## src/rtl/instr_encoder_if.sv

```systemverilog
// Command handshake between the boot/test loader and the instruction encoder.
interface instr_encoder_if;
    logic       cmd_valid;
    logic       cmd_ready;
    logic [3:0] cmd_op;
    logic [3:0] cmd_a;
    logic [7:0] cmd_b;

    modport master (output cmd_valid, cmd_op, cmd_a, cmd_b, input cmd_ready);
    modport slave  (input cmd_valid, cmd_op, cmd_a, cmd_b, output cmd_ready);
endinterface

```

## src/rtl/instr_encoder.sv

```systemverilog
// Encodes symbolic instruction commands into 9-bit ISA words and writes them
// sequentially into instruction memory, with LIT8 expansion and done-word append.
//
// state   | meaning
// IDLE    | accepting commands (ready unless full)
// LIT_HI2 | writing second word of LIT8, not ready
// FIN     | done word on the write port
// STOP    | halted; waits for start
module instr_encoder #(
    parameter int ADDR_W = 8
) (
    input  logic              clk,
    input  logic              reset,
    input  logic              start,
    input  logic [ADDR_W-1:0] start_addr,
    instr_encoder_if.slave    cmd,
    input  logic              finish,
    output logic              imem_we,
    output logic [ADDR_W-1:0] imem_addr,
    output logic [8:0]        imem_wdata,
    output logic [ADDR_W:0]   count,
    output logic              err,
    output logic              full,
    output logic              done
);
    typedef enum logic [1:0] {IDLE, LIT_HI2, FIN, STOP} state_t;

    localparam logic [3:0]        OP_LIT8   = 4'd2;
    localparam logic [3:0]        OP_MOV    = 4'd3;
    localparam logic [8:0]        DONE_WORD = 9'h1F4;
    localparam logic [ADDR_W-1:0] PTR_MAX   = '1;
    localparam logic [ADDR_W-1:0] PTR_ONE   = 1;

    state_t            state_q, state_d;
    logic [ADDR_W-1:0] ptr_q;
    logic [3:0]        lit_hi_q;
    logic              fin_pend_q;

    logic       wr_d;
    logic [8:0] word_d;
    logic       set_err, set_done, fin_take, fin_arm, lit_load;
    logic       accept, mov_bad, last_slot;

    function automatic logic [8:0] encode(input logic [3:0] op, input logic [3:0] a,
                                          input logic [7:0] b);
        logic [8:0] w;
        case (op)
            4'd0:    w = {5'b00000, a};
            4'd1:    w = {5'b00001, a};
            4'd2:    w = {5'b00000, b[3:0]};
            4'd3:    w = {1'b0, a, b[3:0]};
            4'd4:    w = {5'b01111, b[3:0]};
            4'd5:    w = {4'b1000, 1'b0, b[0], a[2:0]};
            4'd6:    w = {4'b1000, 1'b1, b[0], a[2:0]};
            4'd7:    w = {5'b10010, a};
            4'd8:    w = {5'b10011, a};
            4'd9:    w = {4'b1010, b[0], a};
            4'd10:   w = {4'b1011, b[0], a};
            4'd11:   w = {4'b1100, b[0], a};
            4'd12:   w = {4'b1101, b[0], a};
            4'd13:   w = {4'b1110, b[0], a};
            4'd14:   w = {5'b11110, a};
            default: w = {5'b11111, a};
        endcase
        return w;
    endfunction

    // MOV destinations 0/1 would decode as literals and 15 as JSR
    assign mov_bad   = (cmd.cmd_a < 4'd2) || (cmd.cmd_a == 4'd15);
    assign last_slot = (ptr_q == PTR_MAX);
    assign cmd.cmd_ready = (state_q == IDLE) && !full && !done && !fin_pend_q && !start;
    assign accept    = cmd.cmd_valid && cmd.cmd_ready;

    always_ff @(posedge clk) begin
        if (reset) begin
            state_q <= STOP;
        end else begin
            state_q <= state_d;
        end
    end

    always_comb begin
        state_d  = state_q;
        wr_d     = 1'b0;
        word_d   = encode(cmd.cmd_op, cmd.cmd_a, cmd.cmd_b);
        set_err  = 1'b0;
        set_done = 1'b0;
        fin_take = 1'b0;
        lit_load = 1'b0;
        fin_arm  = finish && ((state_q == IDLE) || (state_q == LIT_HI2));
        case (state_q)
            IDLE: begin
                if (accept) begin
                    if (cmd.cmd_op == OP_LIT8) begin
                        if (last_slot) begin
                            set_err = 1'b1;
                        end else begin
                            wr_d     = 1'b1;
                            lit_load = 1'b1;
                            state_d  = LIT_HI2;
                        end
                    end else if ((cmd.cmd_op == OP_MOV) && mov_bad) begin
                        set_err = 1'b1;
                    end else begin
                        wr_d = 1'b1;
                    end
                end else if (finish || fin_pend_q) begin
                    fin_take = 1'b1;
                    if (full) begin
                        set_err = 1'b1;
                        state_d = STOP;
                    end else begin
                        wr_d    = 1'b1;
                        word_d  = DONE_WORD;
                        state_d = FIN;
                    end
                end
            end
            LIT_HI2: begin
                wr_d    = 1'b1;
                word_d  = {5'b00001, lit_hi_q};
                state_d = IDLE;
            end
            FIN: begin
                set_done = 1'b1;
                state_d  = STOP;
            end
            default: ;
        endcase
        if (start) begin
            state_d = IDLE;
        end
    end

    always_ff @(posedge clk) begin
        if (reset) begin
            ptr_q      <= '0;
            lit_hi_q   <= '0;
            fin_pend_q <= 1'b0;
            imem_we    <= 1'b0;
            imem_addr  <= '0;
            imem_wdata <= '0;
            count      <= '0;
            err        <= 1'b0;
            full       <= 1'b0;
            done       <= 1'b0;
        end else if (start) begin
            ptr_q      <= start_addr;
            fin_pend_q <= 1'b0;
            imem_we    <= 1'b0;
            count      <= '0;
            err        <= 1'b0;
            full       <= 1'b0;
            done       <= 1'b0;
        end else begin
            imem_we <= wr_d;
            count   <= count + {{ADDR_W{1'b0}}, imem_we};
            if (wr_d) begin
                imem_addr  <= ptr_q;
                imem_wdata <= word_d;
                // pointer saturates at the top slot; full blocks further writes
                if (last_slot) begin
                    full <= 1'b1;
                end else begin
                    ptr_q <= ptr_q + PTR_ONE;
                end
            end
            if (lit_load) begin
                lit_hi_q <= cmd.cmd_b[7:4];
            end
            err        <= err | set_err;
            done       <= done | set_done;
            fin_pend_q <= (fin_pend_q | fin_arm) & ~fin_take;
        end
    end
endmodule

```

## src/flat_wrapper.sv

```systemverilog
// flat-port wrapper written by rule: the top's interface ports become plain ports
module instr_encoder_flat 
#(
    parameter int ADDR_W = 8
)
  (clk, reset, start, start_addr, finish, imem_we, imem_addr, imem_wdata, count, err, full, done, cmd_cmd_valid, cmd_cmd_op, cmd_cmd_a, cmd_cmd_b, cmd_cmd_ready);
  instr_encoder_if cmd_i ();
  input  logic clk;
  input  logic reset;
  input  logic start;
  input  logic [ADDR_W-1:0] start_addr;
  input  logic finish;
  output logic imem_we;
  output logic [ADDR_W-1:0] imem_addr;
  output logic [8:0] imem_wdata;
  output logic [ADDR_W:0] count;
  output logic err;
  output logic full;
  output logic done;
  input wire logic [$bits(cmd_i.cmd_valid)-1:0] cmd_cmd_valid;
  input wire logic [$bits(cmd_i.cmd_op)-1:0] cmd_cmd_op;
  input wire logic [$bits(cmd_i.cmd_a)-1:0] cmd_cmd_a;
  input wire logic [$bits(cmd_i.cmd_b)-1:0] cmd_cmd_b;
  output wire logic [$bits(cmd_i.cmd_ready)-1:0] cmd_cmd_ready;
  assign cmd_i.cmd_valid = cmd_cmd_valid;
  assign cmd_i.cmd_op = cmd_cmd_op;
  assign cmd_i.cmd_a = cmd_cmd_a;
  assign cmd_i.cmd_b = cmd_cmd_b;
  assign cmd_cmd_ready = cmd_i.cmd_ready;
  instr_encoder #(.ADDR_W(ADDR_W)) u_core (.clk(clk), .reset(reset), .start(start), .start_addr(start_addr), .cmd(cmd_i), .finish(finish), .imem_we(imem_we), .imem_addr(imem_addr), .imem_wdata(imem_wdata), .count(count), .err(err), .full(full), .done(done));
endmodule
```

## config.mk

```make
export PLATFORM = sky130hd
export DESIGN_NAME = instr_encoder_flat
export DESIGN_NICKNAME = d
export VERILOG_FILES = /design/src/rtl/instr_encoder_if.sv /design/src/rtl/instr_encoder.sv /design/src/flat_wrapper.sv
export SDC_FILE = /design/constraint.sdc
export NUM_CORES = 1
export LEC_CHECK = 0
export ABC_AREA = 1
export BUFFER_PORTS_ARGS = -buffer_cell sky130_fd_sc_hd__buf_4
export CAP_MARGIN = 20
export CELL_PAD_IN_SITES_DETAIL_PLACEMENT = 1
export CELL_PAD_IN_SITES_GLOBAL_PLACEMENT = 1
export CORE_UTILIZATION = 37
export CTS_BUF_LIST = sky130_fd_sc_hd__clkbuf_8 sky130_fd_sc_hd__clkbuf_16
export CTS_CLUSTER_SIZE = 14
export DETAILED_ROUTE_END_ITERATION = 7
export GPL_ROUTABILITY_DRIVEN = 0
export GPL_TIMING_DRIVEN = 0
export PLACE_DENSITY = 0.83
export SLEW_MARGIN = 20
export SYNTH_ARGS = -nofsm -noshare
export SYNTH_HDL_FRONTEND = slang
export SYNTH_SLANG_ARGS = --single-unit
```

## constraint.sdc

```tcl
create_clock -name clk -period 2 [get_ports clk]
set_input_delay 0.1 -clock clk [delete_from_list [all_inputs] [get_ports clk]]
set_output_delay 0.1 -clock clk [all_outputs]
set_load 0.05 [all_outputs]
```

Word-level counts from Yosys, hierarchy flattened

Index checks and enable logic that the tools add are counted.

Add/sub/neg operators: 2
$lt $le $gt $ge: 1
Equal/unequal tests: 22
Muxes and demuxes: 36
Bitwise gates (word level): 6
Reductions and logical operators: 24

Operators by type and width:

| cell                | count |
|---|---|
| $pmux 9 s15         | 1 |
| $eq 4x4->1 const B  | 8 |
| $mux 9              | 3 |
| $mux 8              | 3 |
| $mux 1              | 21 |
| $pmux 9 s2          | 1 |
| $eq 4x3->1 const B  | 4 |
| $mux 2              | 5 |
| $add 9x1->9         | 1 |
| $add 8x1->8 const B | 1 |
| $eq 4x2->1 const B  | 2 |
| $eq 8x8->1 const B  | 1 |
| $ne 4x4->1 const B  | 2 |
| $reduce_and 2->1    | 4 |
| $logic_and 1x1->1   | 7 |
| $pmux 2 s3          | 1 |
| $eq 4x1->1 const B  | 1 |
| $logic_not 1->1     | 4 |
| $logic_not 4->1     | 1 |
| $lt 4x2->1 const B  | 1 |
| $ne 4x3->1 const B  | 1 |
| $reduce_and 4->1    | 1 |
| $reduce_bool 4->1   | 1 |
| $logic_or 1x1->1    | 3 |
| 10 further kinds    | 13 |

Flip-flop bits (word level): 45
Output and inout port bits: 31

Longest topological paths before layout

Gate-level depths: netlist (run 1).

Depth after elaboration: 10
Gate-level depth with buffers: 13
Mapped depth without buffers: 12

Worst setup path before layout (run 1)

No wires, ideal clock.

Path kind: register to register
From: register u_core.count[0]
To: register u_core.count[8]
Arrival time: 1653 ps
Data required time: 1880 ps
Setup slack: 227 ps
Stages on the path, launching flop included: 10
Period minus slack after synthesis: 1773 ps
Path through: dfxtp_1 ha_1 ha_1 nand2_1 nor2_1 inv_1 nor2_1 nand4_1 o21ai_0 a21oi_1

Longest elaborated chain between the ends: 1

Ends and longest elaborated chain:

| item                   | RTL line             | source |
|---|---|---|
| start, declared        | instr_encoder.sv:21  | `output logic [ADDR_W:0] count,` |
| start signal, assigned | instr_encoder.sv:157 | `count <= count + {{ADDR_W{1'b0}}, imem_we};` |
| $add 9x1->9            | instr_encoder.sv:157 |  |

Every way passes these cells.
A chain may end at the register's enable or synchronous reset.

Worst setup path after layout (run 1)

From: register u_core.ptr_q[1]
To: register u_core.imem_wdata[0]

Longest elaborated chain between the ends: 6

Ends and longest elaborated chain:

| item                              | RTL line             | source |
|---|---|---|
| start, declared                   | instr_encoder.sv:35  | `logic [ADDR_W-1:0] ptr_q;` |
| start signal, assigned            | instr_encoder.sv:148 | `ptr_q <= start_addr;` |
| start signal, assigned            | instr_encoder.sv:165 | `ptr_q <= ptr_q + PTR_ONE;` |
| $eq 8x8->1                        | instr_encoder.sv:70  | `assign last_slot = (ptr_q == PTR_MAX);` |
| $mux 1                            | instr_encoder.sv:95  | `if (last_slot) begin` |
| $mux 1                            | instr_encoder.sv:94  | `if (cmd.cmd_op == OP_LIT8) begin` |
| $mux 1                            | instr_encoder.sv:93  | `if (accept) begin` |
| $pmux 1 s2                        | instr_encoder.sv:91  | `case (state_q)` |
| $reduce_and 2->1 (no source line) | --                   |  |
| end signal, assigned              | instr_encoder.sv:160 | `imem_wdata <= word_d;` |
| end, declared                     | instr_encoder.sv:20  | `output logic [8:0] imem_wdata,` |

Every way passes these cells.

==> results of run 1 <==
[worst register-to-register path: stages (launching register included)]
cell and delay, ns:
dfxtp_2 0.39, ha_2 0.22, nand2_1 0.11, nor2_4 0.19, nand3_2 0.13, nand3_4 0.13
nand3_4 0.14, nand2_2 0.13, buf_6 0.15, nand2_1 0.06, nand2_1 0.06, nor2_1 0.05
[flip-flops by register name, summed over array words and instances, names as in the netlist]
register and cells:
u_core.count 9, u_core.imem_wdata 9, u_core.imem_addr 8, u_core.ptr_q 8, u_core.lit_hi_q 4, u_core.state_q 2
u_core.done 1, u_core.err 1, u_core.fin_pend_q 1, u_core.full 1, u_core.imem_we 1
[path summary, 6_finish.rpt]
check | from | to | slack [ns]
worst min register to register | u_core.imem_addr[6] | u_core.imem_addr[6] | 0.47
worst min-delay path | cmd_cmd_b[6] | u_core.lit_hi_q[2] | 0.02
worst max register to register | u_core.ptr_q[1] | u_core.imem_wdata[0] | 0.14
worst max-delay path | u_core.ptr_q[1] | u_core.imem_wdata[0] | 0.14
[area by class of cell]
type / instances / share of cell area, %
Multi-Input combinational cell: 292 / 44.4
Sequential cell: 45 / 27.9
Timing Repair Buffer: 62 / 14.4
Inverter: 48 / 5.63
Tap cell: 77 / 2.97
Clock buffer: 5 / 2.12
Buffer: 11 / 1.97
Clock inverter: 3 / 0.656
[cells in the mapped netlist, types with 3 or more instances]
master	number
nand2_1	106
nor2_1	65
dfxtp_1	45
inv_1	44
nand3_1	35
a21oi_1	22
o21ai_0	20
nand4_1	7
ha_1	6
nor3_1	6
o21ai_1	4
clkbuf_1	3
xor2_1	3
[power by group]
group | internal (mW) | leakage [nW] | switching, mW
combinational | 0.356 | 1.15 | 0.676
clock | 0.248 | 0.0445 | 0.343
sequential | 0.989 | 0.367 | 0.0799
[per-layer routing]
metal	global-route usage [%]	vias up
met2	37.0	60
met4	5.24	0
li1	-	1406
met5	0	-
met3	4.09	6
met1	28.2	1306
[timing repair]
action,4_1_cts,5_1_grt
buffers inserted,1,3
setup endpoints to repair,24,30
hold endpoints to repair,0,0
pin swaps,0,1
gates resized for setup,3,9
[layout by cell type (no fill, tap or decap), types with 2 or more instances in the layout]
cell,instances
o21ai_0,20
nand2_1,104
inv_1,43
clkbuf_8,5
nand3_2,2
dfxtp_1,43
nand4_1,7
ha_1,4
buf_2,2
nand3_4,3
clkbuf_1,3
buf_4,63
nand3_1,34
o21ai_1,4
o211ai_1,2
xor2_1,3
nor2_1,65
inv_2,3
nor3_1,6
a21oi_1,22
nor2_4,2
xnor2_1,2
nand2_2,2
dfxtp_2,2
buf_6,2
buf_1,2
[cell families (layout without fill, tap and decap cells)]
family                   count (synthesis)  in the layout
buffers and inverters                   59            129
AND/OR/NAND/NOR                        228            228
flip-flops                              45             45
AO/OA/AOI/OAI                           52             52
adder cells (fa/ha/maj)                  6              6
multiplexers                             1              1
XOR/XNOR                                 5              5
==> impl_metrics.env, run 1 <==
export IMPL_status="completed"
export IMPL_crit_slowest_cell="dfxtp_2"
export IMPL_firstDrtPassIters=4
export IMPL_max_freq_mhz=537
export IMPL_hold_buffers=0
export IMPL_fin_skew_ns=0.0143
export IMPL_clock_sinks=45
export IMPL_start_util_pct=39.3
export IMPL_layout_cells_non_filler=543
export IMPL_ys_async_sr_fraction_pct=0
export IMPL_syn_area_per_cell_sq_um=6.44
export IMPL_multi_input_area_sq_um=1440
export IMPL_ys_ff_latch=45
export IMPL_finalCriticalPeriod_ns=1.86
export IMPL_cts_buffers=5
export IMPL_r2r_cells=11
export IMPL_ios=60
export IMPL_grt_pass1_wl_um=12500
export IMPL_cp_max_fo=10
export IMPL_cts_root_buf="clkbuf_8"
export IMPL_cp_required_ns=2.20
export IMPL_synthesis_nets=431
export IMPL_final_util_pct=49.9
export IMPL_ant_nets=0
export IMPL_crit_cells=11
export IMPL_tritoncts="yes"
export IMPL_num_rows=29
export IMPL_clock_latency_ns=0.31
export IMPL_tightest_slew_ns=0.633
export IMPL_crit_chain="ha_2 > nand2_1 > nor2_4 > nand3_2 > nand3_4 > nand3_4 > nand2_2 > buf_6 > nand2_1 > nand2_1 > nor2_1"
export IMPL_ys_types=34
export IMPL_final_hold_viol_count=0
export IMPL_finalMaxSlewViolations=0
export IMPL_whs_ns=0.0154
export IMPL_path_class="flip-flop to flip-flop"
export IMPL_place_area_sq_um=3080
export IMPL_setup_ws_ns=0.136
export IMPL_synth_ff_type="dfxtp_1"
export IMPL_core_sq_um=6490
export IMPL_track_usage_pct=21.7
export IMPL_areaGrowthSynthToFinish_pct=27.2
export IMPL_path_buf_inv=1
export IMPL_tns_ns=0
export IMPL_synth_xor_area_share_pct=1.72
export IMPL_synth_adder_area_share_pct=2.94
export IMPL_hold_depth=3
export IMPL_fp_dieW_um=85.0
export IMPL_crit_arrival_ns=2.07
export IMPL_synth_cells=396
export IMPL_dp_cells=531
export IMPL_leakage_nw=1.56
export IMPL_avgViaCountPerCell=5.12
export IMPL_synth_top_area_cell="dfxtp_1"
export IMPL_max_vdd_ir_drop_uv=398
export IMPL_seq_area_frac_synth_pct=35.3
export IMPL_dr_wl_met3_um=312
export IMPL_pre_cts_ws_ns=-0.0842
export IMPL_n_antenna_cell=0
export IMPL_synth_top_family_by_area="simple AND/OR/NAND/NOR gates"
export IMPL_yosysWarnings=0
export IMPL_hold_class="primary input to flip-flop"
export IMPL_synth_edf_count=0
export IMPL_wl_met1_um=3720
export IMPL_grt_ovfl_total=0
export IMPL_finalSetupViolations=0
export IMPL_synthesis_area_sq_um=2550
export IMPL_power_density_nw_per_um2=830
export IMPL_synthMuxAreaShare_pct=0.393
export IMPL_crit_family="simple AND/OR/NAND/NOR gates"
export IMPL_grt_max_degree=16
export IMPL_min_period_over_period_pct=93.2
export IMPL_final_area_sq_um=3240
export IMPL_fin_nets=500
export IMPL_met2WireLength_um=3610
export IMPL_max_slew_margin_pct=57.3
export IMPL_initialDrtViolationCount=77
export IMPL_clockBufferDepth=2
export IMPL_slowest_delay_ns=0.39
export IMPL_drive_gt1_share_pct=20.4
export IMPL_yosys_area_share_simple_pct=39.3
export IMPL_grt_pass1_vias=2680
export IMPL_max_cap_violations=0
export IMPL_drt_total_wl_um=7710
export IMPL_synth_compound_area_share_pct=10.7
export IMPL_regArea_sq_um=903
export IMPL_yosys_top_cells_area="dfxtp_1 (35%), nand2_1 (16%), nor2_1 (9.6%), nand3_1 (6.9%), inv_1 (6.5%)"
export IMPL_start_kind="flip-flop"
export IMPL_antenna_found_initial=0
export IMPL_fillers=911
export IMPL_totalPowerFinal_mw=2.69
export IMPL_clk_pin_slew_ns=0.10
export IMPL_h_tree_depth=2
export IMPL_post_route_drc_count=0
export IMPL_end_kind="flip-flop"
export IMPL_die_area_sq_um=7230
export IMPL_dp_hpwl_um=5950
export IMPL_yosysTopAreaCellShare_pct=35.3
export IMPL_crit_top_cell="nand2_1"
export IMPL_num_vias=2778
export IMPL_die_h_um=85.0
export IMPL_highest_layer="met4"
export IMPL_wire_per_inst_um=14.2
export IMPL_portBuffers=58
(Power assumes the default switching activity.)
==> run 2, diff against run 1 <==
PLACE_DENSITY = 0.86   (was 0.83)
SKIP_CTS_REPAIR_TIMING = 1   (was not set)
==> impl_metrics.env, run 2 (same netlist as run 1, synthesis figures left out) <==
export IMPL_final_hold_viol_count=0
export IMPL_whs_ns=0.0139
export IMPL_grt_max_degree=16
export IMPL_hold_class="primary input to flip-flop"
export IMPL_path_class="flip-flop to flip-flop"
export IMPL_met1_usage_pct=29.8
export IMPL_n_antenna_cell=0
export IMPL_crit_chain="inv_1 > ha_4 > inv_2 > nor2_4 > nand4_4 > inv_4 > nand3_4 > nand3_4 > nand2_2 > buf_6 > o21ai_1 > nor2_1"
export IMPL_min_period_over_period_pct=96.7
export IMPL_clock_sinks=45
export IMPL_layout_common_cells="nand2_1 (105), buf_4 (67), nor2_1 (65)"
export IMPL_grt_ovfl_total=0
export IMPL_finalSetupViolations=0
export IMPL_path_buf_inv=4
export IMPL_areaGrowthSynthToFinish_pct=28.0
export IMPL_finalMaxSlewViolations=0
export IMPL_grt_use_met3_pct=3.31
export IMPL_track_usage_pct=21.6
export IMPL_crit_family="simple AND/OR/NAND/NOR gates"
export IMPL_die_h_um=85.0
export IMPL_clockBufferDepth=2
export IMPL_finalCriticalPeriod_ns=1.93
export IMPL_slowest_delay_ns=0.35
export IMPL_core_sq_um=6490
export IMPL_ant_nets=0
export IMPL_crit_top_cell="nand3_4"
export IMPL_drt_total_wl_um=7630
export IMPL_final_util_pct=50.3
export IMPL_reg2reg_from="u_core.state_q[0]"
export IMPL_clk_pin_slew_ns=0.09
export IMPL_drive_gt1_share_pct=20.4
export IMPL_grt_pass1_wl_um=12600
export IMPL_grt_pass1_vias=2639
export IMPL_layout_cells_non_filler=547
export IMPL_end_kind="flip-flop"
export IMPL_cts_root_buf="clkbuf_8"
export IMPL_avgViaCountPerCell=5.06
export IMPL_portBuffers=58
export IMPL_biggestRegsByFlops="u_core.count: 9 flops, u_core.imem_wdata: 9 flops"
export IMPL_final_common_cell="nand2_1"
export IMPL_clock_latency_ns=0.31
export IMPL_cp_required_ns=2.20
export IMPL_max_freq_mhz=517
export IMPL_pre_cts_ws_ns=-0.0978
export IMPL_wire_per_inst_um=13.9
export IMPL_fin_nets=504
export IMPL_max_vdd_ir_drop_uv=421
export IMPL_fp_dieW_um=85.0
export IMPL_cts_buffers=5
export IMPL_firstDrtPassIters=4
export IMPL_initialDrtViolationCount=69
export IMPL_tightest_slew_ns=0.628
export IMPL_status="completed"
export IMPL_setup_ws_ns=0.0663
export IMPL_crit_arrival_ns=2.13
export IMPL_die_area_sq_um=7230
export IMPL_tritoncts="yes"
export IMPL_dp_hpwl_um=5930
export IMPL_power_density_nw_per_um2=826
export IMPL_h_tree_depth=2
export IMPL_startpoint="u_core.state_q[0]"
export IMPL_busiest_layer="met2"
export IMPL_max_cap_violations=0
export IMPL_antenna_found_initial=0
export IMPL_fin_skew_ns=0.0112
export IMPL_fillers=910
export IMPL_post_route_drc_count=0
export IMPL_dp_cells=531
export IMPL_ios=60
export IMPL_hp_start="cmd_cmd_b[6]"
export IMPL_max_slew_margin_pct=57.7
export IMPL_num_vias=2769
export IMPL_num_rows=29
export IMPL_totalPowerFinal_mw=2.70
export IMPL_crit_slowest_cell="dfxtp_1"
export IMPL_start_kind="flip-flop"
export IMPL_met2_usage_pct=36.1
export IMPL_cp_max_fo=10
export IMPL_start_util_pct=39.3
export IMPL_leakage_nw=1.57
## run 2: changes by cell type in the layout (fill, tap and decap cells not counted), sizes merged
cell / previous run / this run
clkinv: 2 / 1
buf: 69 / 73
inv: 48 / 47
clkinvlp: 1 / 3
## run 2: worst paths after layout
| kind | to | slack [ns] | cells after the start |
|---|---|---|---|
| worst max-delay path | u_core.imem_wdata[7] | 0.07 | 12 |
| worst min-delay path | u_core.lit_hi_q[2] | 0.01 | 3 |
| worst max register to register | u_core.imem_wdata[7] | 0.07 | 12 |
| worst min register to register | u_core.imem_addr[5] | 0.47 | 2 |
## run 2: worst reg2reg max path, stage by stage, from the launching register on
cell     delay (ns)
dfxtp_1        0.35
inv_1          0.13
ha_4           0.18
inv_2          0.07
nor2_4         0.16
nand4_4        0.18
inv_4          0.13
nand3_4        0.09
nand3_4        0.12
nand2_2        0.09
buf_6          0.16
o21ai_1        0.13
nor2_1         0.05
## run 2: routing by layer
metal | part of all wire [%] | wire [um] | vias up
li1 | - | - | 1415
met1 | 49 | 3730 | 1301
met2 | 48 | 3660 | 48
met3 | 2.6 | 202 | 5
met4 | 0.50 | 38 | 0
met5 | 0 | 0 | -
## run 2: final cells by class
| type | instances | area, sq um | share of cell area (%) |
|---|---|---|---|
| buffer | 11 | 63.8 | 1.95 |
| clock buffer | 5 | 68.8 | 2.11 |
| clock inverter | 3 | 22.5 | 0.690 |
| timing repair buffer | 66 | 495 | 15.2 |
| inverter | 48 | 183 | 5.60 |
| multi-input combinational | 292 | 1430 | 43.8 |
| sequential | 45 | 903 | 27.7 |
| tap | 77 | 96.3 | 2.95 |
## run 2: stage by stage
stage	TNS, ns	instance area (sq um)
global route	-0.334	3260
CTS	-1.11	3170
finish	0	3260
global placement	-0.154	3080
floorplan	0	2550
detailed placement	-0.467	3080
## run 2: where the power goes
group          internal [mW]  leakage (nW)  total (mW)  switching (mW)
Combinational          0.377          1.17        1.05           0.674
Clock                  0.245        0.0364       0.578           0.333
Sequential             0.989         0.367        1.07          0.0798
Total                   1.61          1.57        2.70            1.09
